[config.mk]
export PLATFORM = sky130hd
export DESIGN_NAME = rotation_aligner
export DESIGN_NICKNAME = d
export VERILOG_FILES = /design/src/rtl/rotation_aligner.sv
export SDC_FILE = /design/constraint.sdc
export NUM_CORES = 1
export LEC_CHECK = 0
export BUFFER_PORTS_ARGS = -buffer_cell sky130_fd_sc_hd__buf_2
export CAP_MARGIN = 20
export CORE_MARGIN = 5
export CORE_UTILIZATION = 45
export CTS_BUF_LIST = sky130_fd_sc_hd__clkbuf_8
export DETAILED_ROUTE_END_ITERATION = 10
export PLACE_DENSITY = 0.65
export SLEW_MARGIN = 10
export SYNTH_ARGS = -nofsm -noshare
export SYNTH_HDL_FRONTEND = slang
export SYNTH_SLANG_ARGS = --single-unit
[constraint.sdc]
create_clock -name clk -period 2.35 [get_ports clk]
set_input_delay 0.5875 -clock clk [delete_from_list [all_inputs] [get_ports clk]]
set_output_delay 0.5875 -clock clk [all_outputs]
set_load 0.1 [all_outputs]
[src/rtl/rotation_aligner.sv]
// ---------------------------------------------------------------------------
// rotation_aligner
//
// Receive-side partner of the rotating barrel shifter. The transmitter rotates
// every word left by an unknown but constant amount k. This block finds k by
// searching for the frame sync word, confirms it over several frames, locks,
// and then rotates each word right by k to restore the original data.
//
// Optional feature (macro ALIGN_STATS_EN): adds the relock_cnt and miss_total
// statistics outputs. With the macro undefined, those ports and their
// counters are absent.
//
// Ports:
//   clk        in   clock, rising edge
//   rst_n      in   asynchronous active-low reset
//   in_valid   in   in_data is valid this cycle (no backpressure)
//   in_data    in   rotated input word
//   out_valid  out  out_data is valid
//   out_data   out  de-rotated word
//   out_sop    out  qualifies out_valid: word sits in the sync slot
//   sync_err   out  qualifies out_valid: sync slot held the wrong pattern
//   locked     out  high while aligned
//   rot_amt    out  current candidate or locked rotation
//   relock_cnt out  (ALIGN_STATS_EN) saturating count of lock losses
//   miss_total out  (ALIGN_STATS_EN) saturating count of sync_err words
// ---------------------------------------------------------------------------
module rotation_aligner #(
   parameter int         WIDTH        = 8,
   parameter logic [7:0] SYNC_PATTERN = 8'hE4,
   parameter int         FRAME_LEN    = 16,
   parameter int         LOCK_COUNT   = 3,
   parameter int         LOSS_COUNT   = 4
) (
   input  logic             clk,
   input  logic             rst_n,
   input  logic             in_valid,
   input  logic [WIDTH-1:0] in_data,
   output logic             out_valid,
   output logic [WIDTH-1:0] out_data,
   output logic             out_sop,
   output logic             sync_err,
   output logic             locked,
   output logic [2:0]       rot_amt
`ifdef ALIGN_STATS_EN
   ,
   output logic [7:0]       relock_cnt,
   output logic [15:0]      miss_total
`endif
);

   localparam int POS_W = (FRAME_LEN > 2) ? $clog2(FRAME_LEN) : 1;
   localparam logic [POS_W-1:0] POS_LAST  = POS_W'(FRAME_LEN - 1);
   localparam logic [3:0]       GOOD_LAST = 4'(LOCK_COUNT - 1);
   localparam logic [3:0]       MISS_LAST = 4'(LOSS_COUNT - 1);

   typedef enum logic [1:0] {
      HUNT   = 2'd0,
      VERIFY = 2'd1,
      LOCKED = 2'd2
   } state_e;

   state_e           state_q, state_d;
   logic [POS_W-1:0] pos_q, pos_d;
   logic [3:0]       good_q, good_d;
   logic [3:0]       miss_q, miss_d;
   logic [2:0]       rot_q, rot_d;
   logic             outValid_q, outValid_d;
   logic [WIDTH-1:0] outData_q, outData_d;
   logic             outSop_q, outSop_d;
   logic             syncErr_q, syncErr_d;

   logic             matchHit;
   logic [2:0]       matchAmt;
   logic [WIDTH-1:0] curRot;
   logic             curMatch;
   logic             atSync;
   logic [POS_W-1:0] posNext;
   logic             lockedMiss;
   logic             lossEvent;

   function automatic logic [WIDTH-1:0] rotr(input logic [WIDTH-1:0] x,
                                             input logic [2:0]       r);
      logic [2*WIDTH-1:0] t;
      t = {x, x} >> r;
      return t[WIDTH-1:0];
   endfunction

   // Try all eight right-rotations at once; the sync word's rotations are all
   // distinct, so at most one can hit.
   always_comb begin
      matchHit = 1'b0;
      matchAmt = 3'd0;
      for (int r = 0; r < 8; r++) begin
         if (rotr(in_data, 3'(r)) == SYNC_PATTERN) begin
            matchHit = 1'b1;
            matchAmt = 3'(r);
         end
      end
   end

   // Shared decode of the incoming word against the current rotation.
   always_comb begin
      curRot     = rotr(in_data, rot_q);
      curMatch   = (curRot == SYNC_PATTERN);
      atSync     = (pos_q == '0);
      posNext    = (pos_q == POS_LAST) ? '0 : pos_q + POS_W'(1);
      lockedMiss = in_valid && (state_q == LOCKED) && atSync && !curMatch;
      lossEvent  = lockedMiss && (miss_q == MISS_LAST);
   end

   // State register.
   always_ff @(posedge clk or negedge rst_n) begin
      if (!rst_n) begin
         state_q <= HUNT;
      end else begin
         state_q <= state_d;
      end
   end

   // Next-state logic: only valid words can move the FSM.
   always_comb begin
      state_d = state_q;
      if (in_valid) begin
         case (state_q)
            HUNT: begin
               if (matchHit) begin
                  state_d = (LOCK_COUNT == 1) ? LOCKED : VERIFY;
               end
            end
            VERIFY: begin
               if (atSync) begin
                  if (curMatch) begin
                     if (good_q == GOOD_LAST) begin
                        state_d = LOCKED;
                     end
                  end else if (!matchHit) begin
                     state_d = HUNT;
                  end
               end
            end
            LOCKED: begin
               if (lossEvent) begin
                  state_d = HUNT;
               end
            end
            default: state_d = HUNT;
         endcase
      end
   end

   // Datapath next values: frame position, lock/miss counters, candidate
   // rotation and the registered output word.
   always_comb begin
      pos_d      = pos_q;
      good_d     = good_q;
      miss_d     = miss_q;
      rot_d      = rot_q;
      outValid_d = 1'b0;
      outData_d  = outData_q;
      outSop_d   = outSop_q;
      syncErr_d  = syncErr_q;
      if (in_valid) begin
         case (state_q)
            HUNT: begin
               if (matchHit) begin
                  rot_d  = matchAmt;
                  pos_d  = POS_W'(1);
                  good_d = 4'd1;
               end
            end
            VERIFY: begin
               pos_d = posNext;
               if (atSync) begin
                  if (curMatch) begin
                     good_d = good_q + 4'd1;
                  end else if (matchHit) begin
                     rot_d  = matchAmt;
                     good_d = 4'd1;
                  end else begin
                     pos_d  = '0;
                     good_d = 4'd0;
                  end
               end
            end
            LOCKED: begin
               outValid_d = 1'b1;
               outData_d  = curRot;
               outSop_d   = atSync;
               syncErr_d  = atSync && !curMatch;
               pos_d      = posNext;
               if (atSync) begin
                  if (curMatch) begin
                     miss_d = 4'd0;
                  end else if (lossEvent) begin
                     miss_d = 4'd0;
                     pos_d  = '0;
                  end else begin
                     miss_d = miss_q + 4'd1;
                  end
               end
            end
            default: begin
               pos_d = '0;
            end
         endcase
      end
   end

   // Datapath registers.
   always_ff @(posedge clk or negedge rst_n) begin
      if (!rst_n) begin
         pos_q      <= '0;
         good_q     <= 4'd0;
         miss_q     <= 4'd0;
         rot_q      <= 3'd0;
         outValid_q <= 1'b0;
         outData_q  <= '0;
         outSop_q   <= 1'b0;
         syncErr_q  <= 1'b0;
      end else begin
         pos_q      <= pos_d;
         good_q     <= good_d;
         miss_q     <= miss_d;
         rot_q      <= rot_d;
         outValid_q <= outValid_d;
         outData_q  <= outData_d;
         outSop_q   <= outSop_d;
         syncErr_q  <= syncErr_d;
      end
   end

`ifdef ALIGN_STATS_EN
   logic [7:0]  relock_q, relock_d;
   logic [15:0] missTotal_q, missTotal_d;

   // Saturating statistics counters.
   always_comb begin
      relock_d    = relock_q;
      missTotal_d = missTotal_q;
      if (lossEvent && (relock_q != 8'hFF)) begin
         relock_d = relock_q + 8'd1;
      end
      if (lockedMiss && (missTotal_q != 16'hFFFF)) begin
         missTotal_d = missTotal_q + 16'd1;
      end
   end

   always_ff @(posedge clk or negedge rst_n) begin
      if (!rst_n) begin
         relock_q    <= 8'd0;
         missTotal_q <= 16'd0;
      end else begin
         relock_q    <= relock_d;
         missTotal_q <= missTotal_d;
      end
   end

   assign relock_cnt = relock_q;
   assign miss_total = missTotal_q;
`endif

   // Output logic: lock flag decoded from state, everything else registered.
   always_comb begin
      locked    = (state_q == LOCKED);
      rot_amt   = rot_q;
      out_valid = outValid_q;
      out_data  = outData_q;
      out_sop   = outSop_q;
      sync_err  = syncErr_q;
   end

endmodule
==> impl_metrics.toml, run 1 <==
[setup_path]
end_kind = "flop"
r2r-start = "rot_amt[0]"
critPathMaxFanout = 7
r2r_setup_slack_ps = -280
rr_worst_depth = 6
crit_end = "rot_amt[1]"
critical_path_cell_count = 6
crit_type = "reg2reg"
slowest_delay_ps = 570
start_kind = "flop"
crit_buf_inv = 0
critPathTopFamily = "multiplexers"
critPathLaunch = "rot_amt[0]"
r2r-end = "rot_amt[1]"
arrival_ps = 2790
critPathRequiredTime_ps = 2510
slowest_stage = "or4bb_4"
crit_chain = "mux4_2, or4bb_4, a211oi_4, nand2_2, nand3_2, mux2_4"

[logic_synthesis]
ys.flop_type = "dfrtp_1"
syn_nets = 222
yosysWarnings = 0
syn-cell-area_mm2 = 0.00204
synthDistinctLibCells = 47
ys_seq_elements = 28
synth_edf_count = 0
syn_area_per_cell_um2 = 9.89
async_flop_share = 1.00
netlist_instances = 206
ys_seq_area_frac = 0.344

[placement]
numPortBuffers = 25
dp_slack_ps = -469
hpwl_um = 3380
gp_congestion = 0.783
placed_area_mm2 = 0.00243

[outcome]
violations = "negative setup slack"
status = "finished, violations left"

[sta]
fmax_mhz = 380
hold_viol_final = 0
fin_crit_ps = 2630
setup_tns_ps = -3100
slew_violations = 0
layout_setup_ws_ps = -278
worst_pin_slew_ps = 632
period_share = 1.12
rsz0062_at_grt = "yes"
relSlewSlack = 0.579
setup_viol = 18
fin_skew_ps = 8.38

[layout]
register_area_um2 = 707
final_nets = 275
mostFrequentLayoutCells = "buf_4 (35), nand2_1 (27), dfrtp_1 (25), buf_2 (25), o21ai_0 (18)"
multi_input_area_mm2 = 0.00132
layout_commonest_cell = "buf_4"
fillers = 391
drive_above_1_share = 0.403
n_antenna_cell = 0
post-route-util = 0.597
fin_area_mm2 = 0.00262
syn_to_final_growth_pct = 28.4

[floorplanning]
initial_core_util = 0.465
dieWidth_um = 77.3
floorplan.rows = 24
ios = 26
core-area_mm2 = 0.00438
dieArea_mm2 = 0.00597
die_h_um = 77.3

[power_and_ir_drop]
irDropWorstVdd_uv = 368
sequentialPowerShare = 0.365
p_sw_mw = 0.593
p_leak_nw = 1.22
p_comb_frac = 0.402
p_int_mw = 1.06
sw_frac_of_total = 0.359
powerDensity_mw_per_mm2 = 632
p_clk_frac = 0.233

[route]
drtIter0Drc = 57
postRouteAntennaNets = 0
vias = 1746
post-route-drc-count = 0
wl_per_cell_um = 15.1
drt-total-wl_um = 4690
drtPass1Iterations = 4
via_per_inst = 5.63

[global_route]
grt_pass1_wl_um = 8160
antenna_found_initial = 0
overflow = 0
grt.total_usage = 0.160
grt_pass1_vias = 1715
grt_max_degree = 29

[cts]
cts_tree = "built"
numCtsBuffers = 3
cts_buffer_depth = 2
postCtsHoldBufs = 0
clock-sinks = 28
cts.htree.levels = 1
cts_root_buffer = "clkbuf_8"
clk_latency_ps = 280
path_clk_slew_ps = 100

[job]
cap_violations = 0

[min_path]
hold_path.class = "in2async"
-- power groups by stage --
stage | Clock, mW | Combinational, mW | Sequential, mW
detailed placement | 0 | 0.628 | 0.609
global placement | 0 | 0.625 | 0.609
finish | 0.384 | 0.665 | 0.604
CTS | 0.397 | 0.647 | 0.604
global route | 0.413 | 0.724 | 0.614
floorplan | 0 | 0.406 | 0.654
-- worst min-delay path by stage --
stage | start | to | depth (start not counted)
final | rst_n | pos_q[3] | 1
after global routing | rst_n | pos_q[2] | 1
after CTS | rst_n | pos_q[3] | 1
after detailed placement | out_data[5] | out_data[5] | 2
after floorplan | rst_n | good_q[0] | 0
after global placement | sync_err | sync_err | 2
-- worst register-to-register path, stage by stage, from the launching register on --
cell,delay [ps]
dfrtp_4,510
mux4_2,540
or4bb_4,570
a211oi_4,360
nand2_2,130
nand3_2,120
mux2_4,290
-- layer usage --
layer / up-vias / GRT usage / routed length [um]
met2: 16 / 0.258 / 2360
li1: 884 / - / -
met1: 844 / 0.232 / 2210
met3: 2 / 0.0199 / 102
met4: 0 / 0.0258 / 19
met5: - / 0 / 0
-- per-stage QoR --
step | instances | hold WS (ps) | total power [mW]
global placement | 305 | 454 | 1.23
detailed placement | 305 | 466 | 1.24
floorplan | 206 | 292 | 1.06
global route | 310 | 367 | 1.75
CTS | 310 | 335 | 1.65
finish | 310 | 318 | 1.65
-- flip-flops by register name, summed over array words and instances, names as in the netlist --
name       cells
good_q         4
miss_q         4
out_data       8
out_sop        1
out_valid      1
pos_q          4
rot_amt        3
state_q        2
sync_err       1
-- logic make-up (layout without fill, tap and decap cells) --
group,count (synthesis),in the layout,share of synthesized area
DFF,28,28,0.344
buffers and inverters,23,75,0.0559
and+or+nand+nor,85,85,0.252
AOI/OAI and AO/OA,45,45,0.146
adders and majority gates,5,5,0.0307
muxes,20,20,0.171
-- Yosys cell counts (2+ instances only) --
library cell | number | share of area
nand2_1 | 32 | 0.059
dfrtp_1 | 28 | 0.34
o21ai_0 | 20 | 0.049
nor4bb_1 | 14 | 0.069
clkbuf_1 | 10 | 0.018
mux2i_1 | 9 | 0.044
inv_1 | 8 | 0.015
nand3_1 | 7 | 0.017
nor2_1 | 7 | 0.013
mux4_1 | 6 | 0.077
a21oi_1 | 5 | 0.012
ha_1 | 5 | 0.031
mux4_2 | 4 | 0.044
nor2b_1 | 4 | 0.012
nor3b_1 | 4 | 0.015
a22oi_1 | 3 | 0.011
a211o_1 | 2 | 0.0086
a32o_1 | 2 | 0.0098
a32oi_1 | 2 | 0.0086
buf_2 | 2 | 0.0049
buf_6 | 2 | 0.011
nor4_1 | 2 | 0.0061
o21ai_1 | 2 | 0.0049
o31ai_1 | 2 | 0.0074
or4bb_1 | 2 | 0.011
-- layout make-up --
| type | count | area share |
|---|---|---|
| clock buffers | 3 | 0.0158 |
| clock inverters | 1 | 0.0115 |
| inverters | 8 | 0.0115 |
| multi-input cells | 155 | 0.505 |
| flip-flops and latches | 28 | 0.270 |
| well taps | 52 | 0.0249 |
| repair buffers | 63 | 0.161 |
-- repair_timing --
action                                  CTS  global route
pin swaps                                 7             8
endpoints found under the setup margin   18            18
resized for setup                        12            14
gates cloned                              0             0
setup buffers                             2             0
Note: power is estimated with default switching activity, not from simulation.
==> run 2, diff against run 1 <==
BUFFER_PORTS_ARGS = default   (was -buffer_cell sky130_fd_sc_hd__buf_2)
DONT_BUFFER_PORTS = 1   (was default)
PLACE_DENSITY = 0.6   (was 0.65)
SKIP_CTS_REPAIR_TIMING = 1   (was default)
==> impl_metrics.toml, run 2 (same netlist as run 1, synthesis figures left out) <==
[outcome]
status = "finished, violations left"
violations = "negative setup slack"

[power_and_ir_drop]
p_int_mw = 1.05
powerDensity_mw_per_mm2 = 650
p_clk_frac = 0.239
p_comb_frac = 0.383
p_sw_mw = 0.566
irDropWorstVdd_uv = 310
p_leak_nw = 1.11
sequentialPowerShare = 0.379
sw_frac_of_total = 0.350

[cts]
clk_latency_ps = 280
cts.htree.levels = 1
path_clk_slew_ps = 100
cts_root_buffer = "clkbuf_8"
clock-sinks = 28
numCtsBuffers = 3
cts_tree = "built"
cts_buffer_depth = 2

[sta]
fmax_mhz = 383
period_share = 1.11
whs_ps = 112
hold_viol_final = 0
slew_violations = 0
relSlewSlack = 0.623
fin_skew_ps = 6.40
setup_tns_ps = -2900
fin_crit_ps = 2610
rsz0062_at_grt = "yes"
layout_setup_ws_ps = -260
worst_pin_slew_ps = 560
setup_viol = 18

[placement]
numPortBuffers = 0
hpwl_um = 3330
place_inst = 281
gp_congestion = 0.802

[route]
postRouteAntennaNets = 0
drt-total-wl_um = 4660
vias = 1765
via_per_inst = 6.17
wl_per_cell_um = 16.3
drtPass1Iterations = 4
post-route-drc-count = 0
drtIter0Drc = 86

[floorplanning]
initial_core_util = 0.465
ios = 26
dieWidth_um = 77.3
die_h_um = 77.3
floorplan.rows = 24
core-area_mm2 = 0.00438
dieArea_mm2 = 0.00597

[setup_path]
slowest_stage = "or4bb_1"
critPathRequiredTime_ps = 2580
crit_type = "reg2reg"
crit_chain = "mux4_2, or4bb_1, a211oi_4, buf_6, nand2_4, a311oi_2, a221o_1"
slowest_delay_ps = 560
end_kind = "flop"
rr_worst_depth = 7
arrival_ps = 2840
critPathMaxFanout = 7
start_kind = "flop"

[global_route]
grt_pass1_wl_um = 7600
antenna_found_initial = 0
grt_pass1_vias = 1592
overflow = 0
grt_max_degree = 29
grt.total_usage = 0.149

[layout]
layout_commonest_cell = "buf_4"
n_antenna_cell = 0
largest_reg_flops = 8
final_nets = 251
syn_to_final_growth_pct = 22.2
layout.cells.non_filler = 286
mostFrequentLayoutCells = "buf_4 (34), nand2_1 (29), dfrtp_1 (25), o21ai_0 (17), nor4bb_1 (14)"
drive_above_1_share = 0.312

[job]
cap_violations = 0

[min_path]
hold_path.class = "in2async"
-- run 2: critical path: cells and delay by family, from the launching register on --
family	cells	cell delay [ps]
mux	1	530
flops	1	500
compound gates	3	750
buf+inv	1	160
simple gates	2	610
-- run 2: final cells by class --
cell class / count / area [um^2]
Tap cell: 52 / 65.1
Fill cell: 399 / 1900
Clock buffer: 3 / 41.3
Inverter: 8 / 30.0
Clock inverter: 1 / 30.0
Timing Repair Buffer: 39 / 320
Multi-Input combinational cell: 155 / 1290
Sequential cell: 28 / 707
-- run 2: final timing paths --
kind | startpoint | endpoint | slack, ps
worst min register to register | out_sop | out_sop | 490
max in group asynchronous | rst_n | rot_amt[0] | 2060
min in group clk | in_valid | pos_q[0] | 420
worst min-delay path | rst_n | pos_q[0] | 110
worst max-delay path | rot_amt[0] | pos_q[2] | -260
worst max register to register | rot_amt[0] | pos_q[2] | -260
-- run 2: routing by layer --
metal	vias up	GRT usage	wire length [um]
li1	830	-	-
met1	892	0.213	2070
met2	38	0.241	2360
met3	5	0.0246	189
met4	0	0.0223	44
met5	-	0	0
-- run 2: power groups by stage --
| stage | sequential (mW) | combinational, mW | clock [mW] |
|---|---|---|---|
| after global placement | 0.613 | 0.563 | 0 |
| final | 0.613 | 0.619 | 0.386 |
| after floorplan | 0.654 | 0.406 | 0 |
| after CTS | 0.609 | 0.581 | 0.388 |
| after global routing | 0.625 | 0.674 | 0.414 |
| after detailed placement | 0.619 | 0.579 | 0 |
-- run 2: stage by stage --
step | instance area (um^2) | power, mW | utilization | setup slack (ps)
global route | 2490 | 1.71 | 0.568 | -374
CTS | 2390 | 1.58 | 0.545 | -266
global placement | 2320 | 1.18 | 0.529 | -299
floorplan | 2050 | 1.06 | - | -545
finish | 2490 | 1.62 | 0.568 | -260
detailed placement | 2320 | 1.20 | 0.529 | -328
